**config.mk**
```make
export PLATFORM = sky130hd
export DESIGN_NAME = alu_arbiter
export DESIGN_NICKNAME = d
export VERILOG_FILES = /design/src/rtl/alu_arbiter.sv
export SDC_FILE = /design/constraint.sdc
export NUM_CORES = 1
export LEC_CHECK = 0
export CORE_ASPECT_RATIO = 0.75
export CORE_MARGIN = 3
export CORE_UTILIZATION = 40
export CTS_CLUSTER_DIAMETER = 100
export DETAILED_ROUTE_END_ITERATION = 7
export PLACE_DENSITY = 0.85
export SETUP_SLACK_MARGIN = 0.5
export SYNTH_ARGS = -nofsm -noshare
export SYNTH_HDL_FRONTEND = slang
export SYNTH_SLANG_ARGS = --single-unit
```
**constraint.sdc**
```tcl
create_clock -name clk -period 2.3 [get_ports clk]
set_input_delay 0.345 -clock clk [delete_from_list [all_inputs] [get_ports clk]]
set_output_delay 0.345 -clock clk [all_outputs]
set_load 0.1 [all_outputs]
```
**src/rtl/alu_arbiter.sv**
```systemverilog
// Round-robin arbiter sharing one combinational ALU between two requesters.
// Operands are latched, applied to the ALU for one cycle, and the registered result is held until accepted.
module alu_arbiter #(
  parameter int WIDTH = 32
) (
  input  logic             clk,
  input  logic             rst,
  input  logic [1:0]       req_valid,
  output logic [1:0]       req_ready,
  input  logic [3:0]       req_op0,
  input  logic [3:0]       req_op1,
  input  logic [WIDTH-1:0] req_a0,
  input  logic [WIDTH-1:0] req_b0,
  input  logic [WIDTH-1:0] req_a1,
  input  logic [WIDTH-1:0] req_b1,
  output logic [1:0]       rsp_valid,
  input  logic [1:0]       rsp_ready,
  output logic [WIDTH-1:0] rsp_result,
  output logic             rsp_zero,
  output logic [3:0]       alu_control,
  output logic [WIDTH-1:0] alu_a,
  output logic [WIDTH-1:0] alu_b,
  input  logic [WIDTH-1:0] alu_result,
  input  logic             alu_zero,
  output logic             busy,
  output logic             owner
);

  typedef enum logic [1:0] {
    IDLE = 2'b00,
    EXEC = 2'b01,
    RESP = 2'b10
  } state_t;

  state_t           state_q, state_d;
  logic             prio_q, prio_d;
  logic             owner_q, owner_d;
  logic [3:0]       op_q, op_d;
  logic [WIDTH-1:0] a_q, a_d;
  logic [WIDTH-1:0] b_q, b_d;
  logic [WIDTH-1:0] res_q, res_d;
  logic             zero_q, zero_d;
  logic             grant_vld;
  logic             grant_idx;

  always_ff @(posedge clk) begin
    if (rst) begin
      state_q <= IDLE;
      prio_q  <= 1'b0;
      owner_q <= 1'b0;
      op_q    <= '0;
      a_q     <= '0;
      b_q     <= '0;
      res_q   <= '0;
      zero_q  <= 1'b0;
    end else begin
      state_q <= state_d;
      prio_q  <= prio_d;
      owner_q <= owner_d;
      op_q    <= op_d;
      a_q     <= a_d;
      b_q     <= b_d;
      res_q   <= res_d;
      zero_q  <= zero_d;
    end
  end

  // Contention is settled by prio; a lone requester always wins.
  always_comb begin
    grant_vld = |req_valid;
    grant_idx = 1'b0;
    case (req_valid)
      2'b01:   grant_idx = 1'b0;
      2'b10:   grant_idx = 1'b1;
      2'b11:   grant_idx = prio_q;
      default: grant_idx = 1'b0;
    endcase
  end

  always_comb begin
    state_d   = state_q;
    prio_d    = prio_q;
    owner_d   = owner_q;
    op_d      = op_q;
    a_d       = a_q;
    b_d       = b_q;
    res_d     = res_q;
    zero_d    = zero_q;
    req_ready = 2'b00;
    rsp_valid = 2'b00;
    case (state_q)
      IDLE: begin
        if (grant_vld) begin
          req_ready = grant_idx ? 2'b10 : 2'b01;
          owner_d   = grant_idx;
          op_d      = grant_idx ? req_op1 : req_op0;
          a_d       = grant_idx ? req_a1 : req_a0;
          b_d       = grant_idx ? req_b1 : req_b0;
          state_d   = EXEC;
        end
      end
      EXEC: begin
        res_d   = alu_result;
        zero_d  = alu_zero;
        state_d = RESP;
      end
      RESP: begin
        rsp_valid[owner_q] = 1'b1;
        if (rsp_ready[owner_q]) begin
          prio_d  = ~owner_q;
          state_d = IDLE;
        end
      end
      default: state_d = IDLE;
    endcase
  end

  assign alu_control = op_q;
  assign alu_a       = a_q;
  assign alu_b       = b_q;
  assign rsp_result  = res_q;
  assign rsp_zero    = zero_q;
  assign busy        = (state_q != IDLE);
  assign owner       = owner_q;

endmodule

```
; ---- Yosys cells after proc, flatten, opt, wreduce, memory -nomap -nowiden
; Cells that the tools add are included.
[op_classes]
eq_ne = 6
mux = 15
n_bitwise = 1
reduce_logical = 7
n_lt_le_gt_ge = 2
[op_table]
columns = op, n
row1 = 2-to-1 mux 32 bit, 2
row2 = 2-to-1 mux 2 bit, 6
row3 = == test 2 bit (second input constant), 3
row4 = one-hot mux 2 bit (3 select lines), 1
row5 = AND reduction 2 bit, 3
row6 = 2-to-1 mux 4 bit, 1
row7 = inequality test 2 bit (second input constant), 2
row8 = 2-to-1 mux 1 bit, 3
row9 = == test 2 x 1 -> 1 bit (second input constant), 1
row10 = logical NOT 2 bit, 1
row11 = < comparator 1 x 2 -> 1 bit (second input constant), 1
row12 = one-hot mux 1 bit (2 select lines), 1
row13 = nonzero test 2 bit, 1
row14 = OR reduction 2 bit, 1
row15 = demux 1 bit (select 1 bit), 1
row16 = >= comparator 1 bit (second input constant), 1
row17 = logical AND 1 bit, 1
row18 = NOT 1 bit, 1
[word_totals]
regBits = 105
out_inout_bits = 107
elab_cells = 39

; ---- Depth between registers and ports, before layout
; Gate-level depths: netlist (run 1).
[logic_depth]
depth_word = 5
ltp_mapped = 7

; ---- Least setup slack after synthesis (run 1)
; No wires, ideal clock.
[synth_path]
kind = register to output
from = register owner_q (netlist: owner)
to = output port rsp_valid[0]
required_time_ps = 1955
setup_slack_ps = -1065
arrival_time_ps = 3020
path_stages_with_launch = 2
cell_sequence = dfxtp_1 -> nor3b_1
[synth_between]
elab_chain_len = 5
elab_cells_between_ends = 6
[synth_rtl]
columns = element, line
row1 = from (decl), 37  ; logic owner_q, owner_d;
row2 = from (signal assigned), 59  ; owner_q <= owner_d;
row3 = < comparator 1 x 2 -> 1 bit (not written as such) / >= comparator 1 bit (equally long branches), 108  ; rsp_valid[owner_q] = 1'b1;
row4 = logical AND 1 bit (not written as such), 108
row5 = 2-to-1 mux 1 bit (not written as such), 108
row6 = demux 1 bit (select 1 bit) (*), 108
row7 = 2-to-1 mux 2 bit (*), 91  ; case (state_q)
row8 = to (decl), 16  ; output logic [1:0] rsp_valid,
; Every way passes the cells marked *; elsewhere a longest branch is shown, timed or not.

; ---- Worst setup path in the final report (run 1)
[layout_path]
from = register state_q[0]
to = output port req_ready[1]
[layout_between]
elab_chain_len = 2
[layout_rtl]
columns = element, line
row1 = from (decl), 35  ; state_t state_q, state_d;
row2 = from (signal assigned), 57  ; state_q <= state_d;
row3 = logical NOT 2 bit, 91
row4 = 2-to-1 mux 2 bit, 91
row5 = to (decl), 9  ; output logic [1:0] req_ready,
; Every way passes these cells.

==> results of run 1 <==
==> worst max-delay path by stage <==
stage          cells past startpoint            to  slack (ns)    startpoint
5_1_grt                            5  req_ready[1]        0.50    state_q[0]
6_report                           5  req_ready[1]        0.57    state_q[0]
3_5_place_dp                       5     alu_a[17]        0.41  req_valid[1]
3_3_place_gp                       5  req_ready[1]        0.49    state_q[1]
4_1_cts                            3  req_ready[0]        0.52        prio_q
2_1_floorplan                      6  req_ready[1]        0.52    state_q[1]
==> routing by layer <==
layer / vias to the layer above / GRT usage (%) / part of all wire [%]
met3: 33 / 6.76 / 8.9
met4: 0 / 9.36 / 2.4
li1: 2663 / - / -
met1: 2735 / 35.0 / 39
met5: - / 0 / 0
met2: 340 / 47.5 / 49
==> logic make-up after synthesis <==
| logic type | synth area share, % |
|---|---|
| AO/OA/AOI/OAI | 23.6 |
| buffers and inverters | 8.86 |
| flip-flops | 44.7 |
| multiplexers | 0.213 |
| AND/OR/NAND/NOR | 22.6 |
==> cells in the final DEF, fill, tap and decap left out, types with 3 or more instances in the layout <==
master / Yosys / layout
sky130_fd_sc_hd__nand2_1: 67 / 67
sky130_fd_sc_hd__o21ai_1: 10 / 10
sky130_fd_sc_hd__nand3_1: 21 / 20
sky130_fd_sc_hd__buf_4: 9 / 120
sky130_fd_sc_hd__clkbuf_16: 0 / 9
sky130_fd_sc_hd__a21oi_1: 56 / 56
sky130_fd_sc_hd__o21ai_0: 59 / 59
sky130_fd_sc_hd__clkdlybuf4s50_1: 0 / 171
sky130_fd_sc_hd__dfxtp_1: 105 / 101
sky130_fd_sc_hd__nand4_1: 96 / 96
sky130_fd_sc_hd__clkinv_2: 0 / 3
sky130_fd_sc_hd__a31oi_1: 48 / 48
sky130_fd_sc_hd__a311oi_1: 20 / 20
sky130_fd_sc_hd__clkinvlp_4: 0 / 3
sky130_fd_sc_hd__bufbuf_16: 0 / 3
sky130_fd_sc_hd__buf_12: 0 / 6
==> worst register-to-register path, cell delays in order, from the launching register on <==
cell,delay (ns)
sky130_fd_sc_hd__dfxtp_4,0.38
sky130_fd_sc_hd__nor2_4,0.15
sky130_fd_sc_hd__buf_4,0.15
sky130_fd_sc_hd__clkinvlp_4,0.12
sky130_fd_sc_hd__buf_4,0.16
sky130_fd_sc_hd__buf_4,0.23
sky130_fd_sc_hd__o21ai_0,0.25
sky130_fd_sc_hd__a31oi_1,0.11
==> stage by stage <==
| step | total power [W] | area, µm² | util (%) | std cells |
|---|---|---|---|---|
| 6_report | 0.00624 | 7700 | 68.8 | 980 |
| 5_1_grt | 0.00645 | 7700 | 68.8 | 980 |
| 4_1_cts | 0.00625 | 7680 | 68.7 | 979 |
| 3_5_place_dp | 0.00471 | 7240 | 64.7 | 954 |
| 3_3_place_gp | 0.00467 | 7240 | 64.7 | 954 |
| 2_1_floorplan | 0.00398 | 4720 | - | 581 |
==> state kept, by name, indices dropped and copies added (netlist names) <==
register and count:
alu_a 32, alu_b 32, rsp_result 32, alu_control 4
state_q 2, owner 1, prio_q 1, rsp_zero 1
==> cell type report <==
type                            instances  area share (%)
Sequential cell                       105            27.4
Tap cell                              157            2.55
Clock inverter                          5           0.406
Clock buffer                           10            3.10
Inverter                                3           0.244
Timing Repair inverter                  1          0.0650
Timing Repair Buffer                  304            37.4
Multi-Input combinational cell        395            28.8
==> where the power goes <==
group	total, W	switching [W]	internal (W)
combinational	0.00270	0.00192	0.000786
sequential	0.00210	0.000107	0.00199
clock	0.00144	0.000683	0.000757
total	0.00624	0.00271	0.00354
==> what timing repair did <==
| item | in CTS | in global routing |
|---|---|---|
| resized for setup | 5 | 4 |
| gates cloned | 4 | 0 |
| endpoints found under the setup margin | 31 | 6 |
| buffers inserted | 6 | 1 |
| pin swaps | 1 | 1 |
==> flow_metrics.tcl, run 1 <==
set metrics [dict create \
    run_status "finished, final reports clean" \
    cp_slowest_cell "sky130_fd_sc_hd__dfxtp_4" \
    bufs_on_longest_clock_path 2 \
    detail_route.vias_per_cell 5.89 \
    worst_slew_margin_rel_pct 61.5 \
    seqCellArea_um2 2110 \
    timing.rr.end "alu_b[0]" \
    r2r.worst_path.cells 7 \
    worst_slew_pin_slew_ns 0.577 \
    highest_fanout_seen_on_the_critical_path 8 \
    total_global_route_track_usage_pct 27.8 \
    asyncSetResetFlopFracSynth_pct 0 \
    fin_tns_setup_ns 0 \
    synth_enable_flop_cells 0 \
    synth_top_area_share_pct 44.7 \
    timing.max_cap.violations 0 \
    ys_top_cells_by_count "sky130_fd_sc_hd__dfxtp_1 (105), sky130_fd_sc_hd__nand4_1 (96), sky130_fd_sc_hd__nand2_1 (67)" \
    synth_top_flop_cell "sky130_fd_sc_hd__dfxtp_1" \
    critical_path_required_time_ns 1.96 \
    finalWorstPathRequiredPeriod_ns 1.73 \
    yosys.cell_count.top_type "sky130_fd_sc_hd__dfxtp_1" \
    cts_sinks 105 \
    synth-seq-cells 105 \
    drt_iter0_drc 440 \
    hold_path.startpoint "req_valid[1]" \
    max_freq_ghz 0.578 \
    n_antenna_cell 0 \
    timing.critical_path.buf_inv 3 \
    post-synth-top-area-cell "sky130_fd_sc_hd__dfxtp_1" \
    report.final.slew_viol_count 0 \
    cts_root_buffer "sky130_fd_sc_hd__clkbuf_16" \
    place_hpwl_um 12700 \
    dieHeight_um 99.9 \
    whs_ns 0.428 \
    arrival_ns 1.39 \
    total_leakage_power_nw 2.91 \
    finalSetupViolCount 0 \
    final_layout_size_suffix_gt1_share_pct 20.0 \
    antenna_found_initial 0 \
    first_global_vias 5515 \
    total_routed_wirelength_um 19200 \
    pwr_density_cell_nw_per_um2 811 \
    pre_cts_slack_ns 0.409 \
    die_area_um2 13100 \
    grt_setup_unrepaired "false" \
    ir_drop_v 0.000421 \
    r2r_start "state_q[0]" \
    footprint_of_the_multi_input_gates_um2 2220 \
    synth.lib_cells_used.distinct 29 \
    final_critical_path_setup_slack_ns 0.569 \
    io-pin-count 282 \
    finalHoldViolations 0 \
    die_x_um 131 \
    clock_latency_on_the_worst_skew_pair_ns 0.34 \
    critical_path.top_delay_family "buffers and inverters" \
    fill_cells 890 \
    finalCritPeriodShare_pct 75.3 \
    syn_inst 581 \
    cts_max_level 3 \
    detail_route.drc_violations 0 \
    worst_hold_path.endpoint "owner" \
    critical_path_source_type "register" \
    firstDrtPassIters 5 \
    synth.cell_area_um2 4700 \
    initial_core_utilization_pct 42.0 \
    setup.worst_path.class "register to output pin" \
    placement_rows 33 \
    synth.avg_cell_area_um2 8.09 \
    hold_buffers 0 \
    gp_congestion 0.811 \
    synth-warning-count 0 \
    detail-route-antenna-nets 0 \
    final_nets 994 \
    worst_hold_path_type "input pin to register" \
    grt_first_pass_wirelength_um 29900 \
    r2r_setup_slack_ns 0.63 \
    hold-path-cell-count 3 \
    average_routed_wire_per_standard_cell_um 19.6 \
    pin_count_of_the_biggest_net_entering_global_routing 70 \
    area_growth_pct 63.8 \
    io_buffer_count 281 \
    synth_seq_area_share_pct 44.7 \
    worst_clock_skew_ns 0.00871 \
    cts_buffers 9 \
    postSynthNetCount 756 \
    list_of_cells_traversed_by_the_critical_path "nor2_4 > buf_16 > nand3_2 > clkinvlp_4 > buf_12" \
    fp.coreArea_um2 11200 \
    clock_pin_slew_worst_setup_and_hold_paths_ns 0.07 \
    yosys-top-cells-area "sky130_fd_sc_hd__dfxtp_1 (45%), sky130_fd_sc_hd__nand4_1 (13%), sky130_fd_sc_hd__a31oi_1 (6.4%)" \
    sum_of_overflow_across_all_layers_after_global_routing 0 \
    vias 5771 \
    endpoint_kind "output pin" \
    critPathMaxStageDelay_ns 0.38 \
    tritoncts "yes" \
]
Note: power is estimated with default switching activity, not from simulation.
==> inputs of run 2 (changes only) <==
--- a/config.mk
+++ b/config.mk
@@ -7,10 +7,10 @@
 export LEC_CHECK = 0
 export CORE_ASPECT_RATIO = 0.75
 export CORE_MARGIN = 3
-export CORE_UTILIZATION = 40
+export CORE_UTILIZATION = 34
 export CTS_CLUSTER_DIAMETER = 100
 export DETAILED_ROUTE_END_ITERATION = 7
-export PLACE_DENSITY = 0.85
+export PLACE_DENSITY = 0.77
 export SETUP_SLACK_MARGIN = 0.5
 export SYNTH_ARGS = -nofsm -noshare
 export SYNTH_HDL_FRONTEND = slang
==> constraint.sdc (replaced) <==
create_clock -name clk -period 1.56 [get_ports clk]
set_input_delay 0.234 -clock clk [delete_from_list [all_inputs] [get_ports clk]]
set_output_delay 0.234 -clock clk [all_outputs]
set_load 0.1 [all_outputs]
==> run 2 against run 1 <==
Compared with the run above: the run now ends with setup timing left; utilization up 15 points; critical endpoint is now busy; first-iteration DRC count rose by 35%; largest cell class unchanged; via count increased by 16%; critical path type unchanged.
==> flow_metrics.tcl, run 2 (synthesized netlist as in run 1, its figures left out) <==
set metrics [dict create \
    run_status "finished, violations left" \
    failing_checks "setup timing" \
    timing.critical_path.buf_inv 4 \
    detail_route.vias_per_cell 6.17 \
    first_global_vias 6253 \
    switching_share_pct 41.8 \
    firstDrtPassIters 5 \
    critical_path_source_type "register" \
    top_layer_used "met5" \
    sum_of_overflow_across_all_layers_after_global_routing 0 \
    average_routed_wire_per_standard_cell_um 25.0 \
    io_buffer_count 281 \
    bufs_on_longest_clock_path 2 \
    design_power_total_w 0.0115 \
    ir_drop_v 0.000765 \
    timing.max_cap.violations 0 \
    critical_path.top_delay_family "buffers and inverters" \
    finalHoldViolations 0 \
    antenna_found_initial 1 \
    dieHeight_um 108 \
    share_comb_of_total_power_pct 50.5 \
    report.final.slew_viol_count 0 \
    cts_root_buffer "sky130_fd_sc_hd__clkbuf_16" \
    hold_buffers 0 \
    cts_sinks 105 \
    finalSetupViolCount 8 \
    grt_first_pass_wirelength_um 35000 \
    pwr_density_cell_nw_per_um2 1040 \
    critical_path_required_time_ns 1.33 \
    worst_slew_margin_rel_pct 71.6 \
    total_routed_wirelength_um 27200 \
    power.clock.fraction_pct 21.1 \
    worst_path_most_repeated_cell "sky130_fd_sc_hd__buf_12" \
    critPathMaxStageDelay_ns 0.36 \
    max_freq_ghz 0.616 \
    layout.cells.most_common "sky130_fd_sc_hd__clkdlybuf4s50_1" \
    drt_iter0_drc 592 \
    tritoncts "yes" \
    placement_rows 36 \
    cts_buffers 9 \
    worst_clock_skew_ns 0.0143 \
    initial_core_utilization_pct 35.5 \
    drt-met1-wl_um 9860 \
    vias 6704 \
    met3_wirelength_from_detailed_routing_um 2640 \
    gp_congestion 0.882 \
    setup.worst_path.class "register to output pin" \
    finalWorstPathRequiredPeriod_ns 1.62 \
    finalCritPeriodShare_pct 104 \
    highest_fanout_seen_on_the_critical_path 18 \
    place_hpwl_um 14400 \
    area_growth_pct 137 \
    net-switching-power_w 0.00483 \
    cts_max_level 3 \
    internal_power_w 0.00671 \
    die_x_um 142 \
    final_nets 1086 \
    clock_pin_slew_worst_setup_and_hold_paths_ns 0.07 \
    n_antenna_cell 0 \
    die_area_um2 15300 \
    io-pin-count 282 \
    fp.coreArea_um2 13200 \
    detail-route-antenna-nets 0 \
    final_layout_size_suffix_gt1_share_pct 52.1 \
    arrival_ns 1.39 \
    grt_setup_unrepaired "true" \
    pin_count_of_the_biggest_net_entering_global_routing 45 \
    total_leakage_power_nw 4.27 \
    final_critical_path_setup_slack_ns -0.0640 \
    total_global_route_track_usage_pct 28.7 \
    met2_length_um 13800 \
    clock_latency_on_the_worst_skew_pair_ns 0.35 \
    p_seq_share_pct 28.4 \
    detail_route.drc_violations 0 \
    list_of_cells_traversed_by_the_critical_path "nor2_4 > buf_4 > inv_6 > buf_12 > buf_12" \
    most-common-layout-cells "sky130_fd_sc_hd__clkdlybuf4s50_1 (171), sky130_fd_sc_hd__buf_12 (120), sky130_fd_sc_hd__nand4_1 (96)" \
    worst_slew_pin_slew_ns 0.425 \
    fin_tns_setup_ns -0.285 \
    cp_slowest_cell "sky130_fd_sc_hd__dfxtp_4" \
    worst_hold_path_type "input pin to register" \
    endpoint_kind "output pin" \
]
==> run 2: cell types whose count changed in the layout (fill, tap and decap cells not counted), moves of 52 or more <==
cell / delta
sky130_fd_sc_hd__buf_12: +114
sky130_fd_sc_hd__dfxtp_1: -101
sky130_fd_sc_hd__dfxtp_2: +63
sky130_fd_sc_hd__nand2_1: -58
sky130_fd_sc_hd__buf_4: -55
sky130_fd_sc_hd__nand2_4: +52
==> run 2: final timing paths <==
path	startpoint	endpoint	slack (ns)	depth (start not counted)
worst max-delay path	state_q[0]	busy	-0.06	5
worst min-delay path	req_valid[1]	alu_a[8]	0.30	3
worst max register to register	state_q[0]	alu_a[22]	-0.06	8
worst min register to register	rsp_result[11]	rsp_result[11]	0.50	2
==> run 2: cell type report <==
class | count | area [µm²]
Sequential cell | 105 | 2330
Multi-Input combinational cell | 395 | 2890
Clock buffer | 9 | 225
Timing Repair Buffer | 397 | 5360
Tap cell | 171 | 214
Clock inverter | 7 | 83.8
Fill cell | 670 | 2110
Inverter | 3 | 20.0
==> run 2: per-stage QoR <==
step	area [µm²]	std cells	util, %	hold WS, ns	worst slack (ns)
finish	11100	1087	84.0	0.303	-0.0640
global route	11100	1087	84.0	0.321	-0.106
CTS	10200	1036	76.9	0.282	-0.0400
detailed placement	8930	982	67.4	0.467	0.0779
global placement	8930	982	67.4	0.462	0.157
floorplan	5090	581	-	0.362	0.0126
==> run 2: worst min-delay path, delay by kind of cell <==
family | cells | cell delay, ns
buffers and inverters | 1 | 0.17
AND/OR/NAND/NOR | 1 | 0.10
AO/OA/AOI/OAI | 1 | 0.09
==> run 2: what timing repair did <==
item,4_1_cts,5_1_grt
pin swaps,81,90
resized for setup,137,119
endpoints found under the setup margin,210,212
buffers inserted,24,41
gates cloned,14,10
==> run 2: layer usage <==
layer	global-route usage, %	vias up
li1	-	2866
met1	35.1	3247
met2	50.5	502
met3	7.77	87
met5	0	-
met4	6.51	2
==> run 2: power groups by stage <==
stage | logic, W | registers, W | clock network, W
floorplan | 0.00111 | 0.00497 | 0
global placement | 0.00452 | 0.00333 | 0
detailed placement | 0.00459 | 0.00335 | 0
CTS | 0.00521 | 0.00329 | 0.00242
global route | 0.00597 | 0.00329 | 0.00252
finish | 0.00582 | 0.00327 | 0.00243
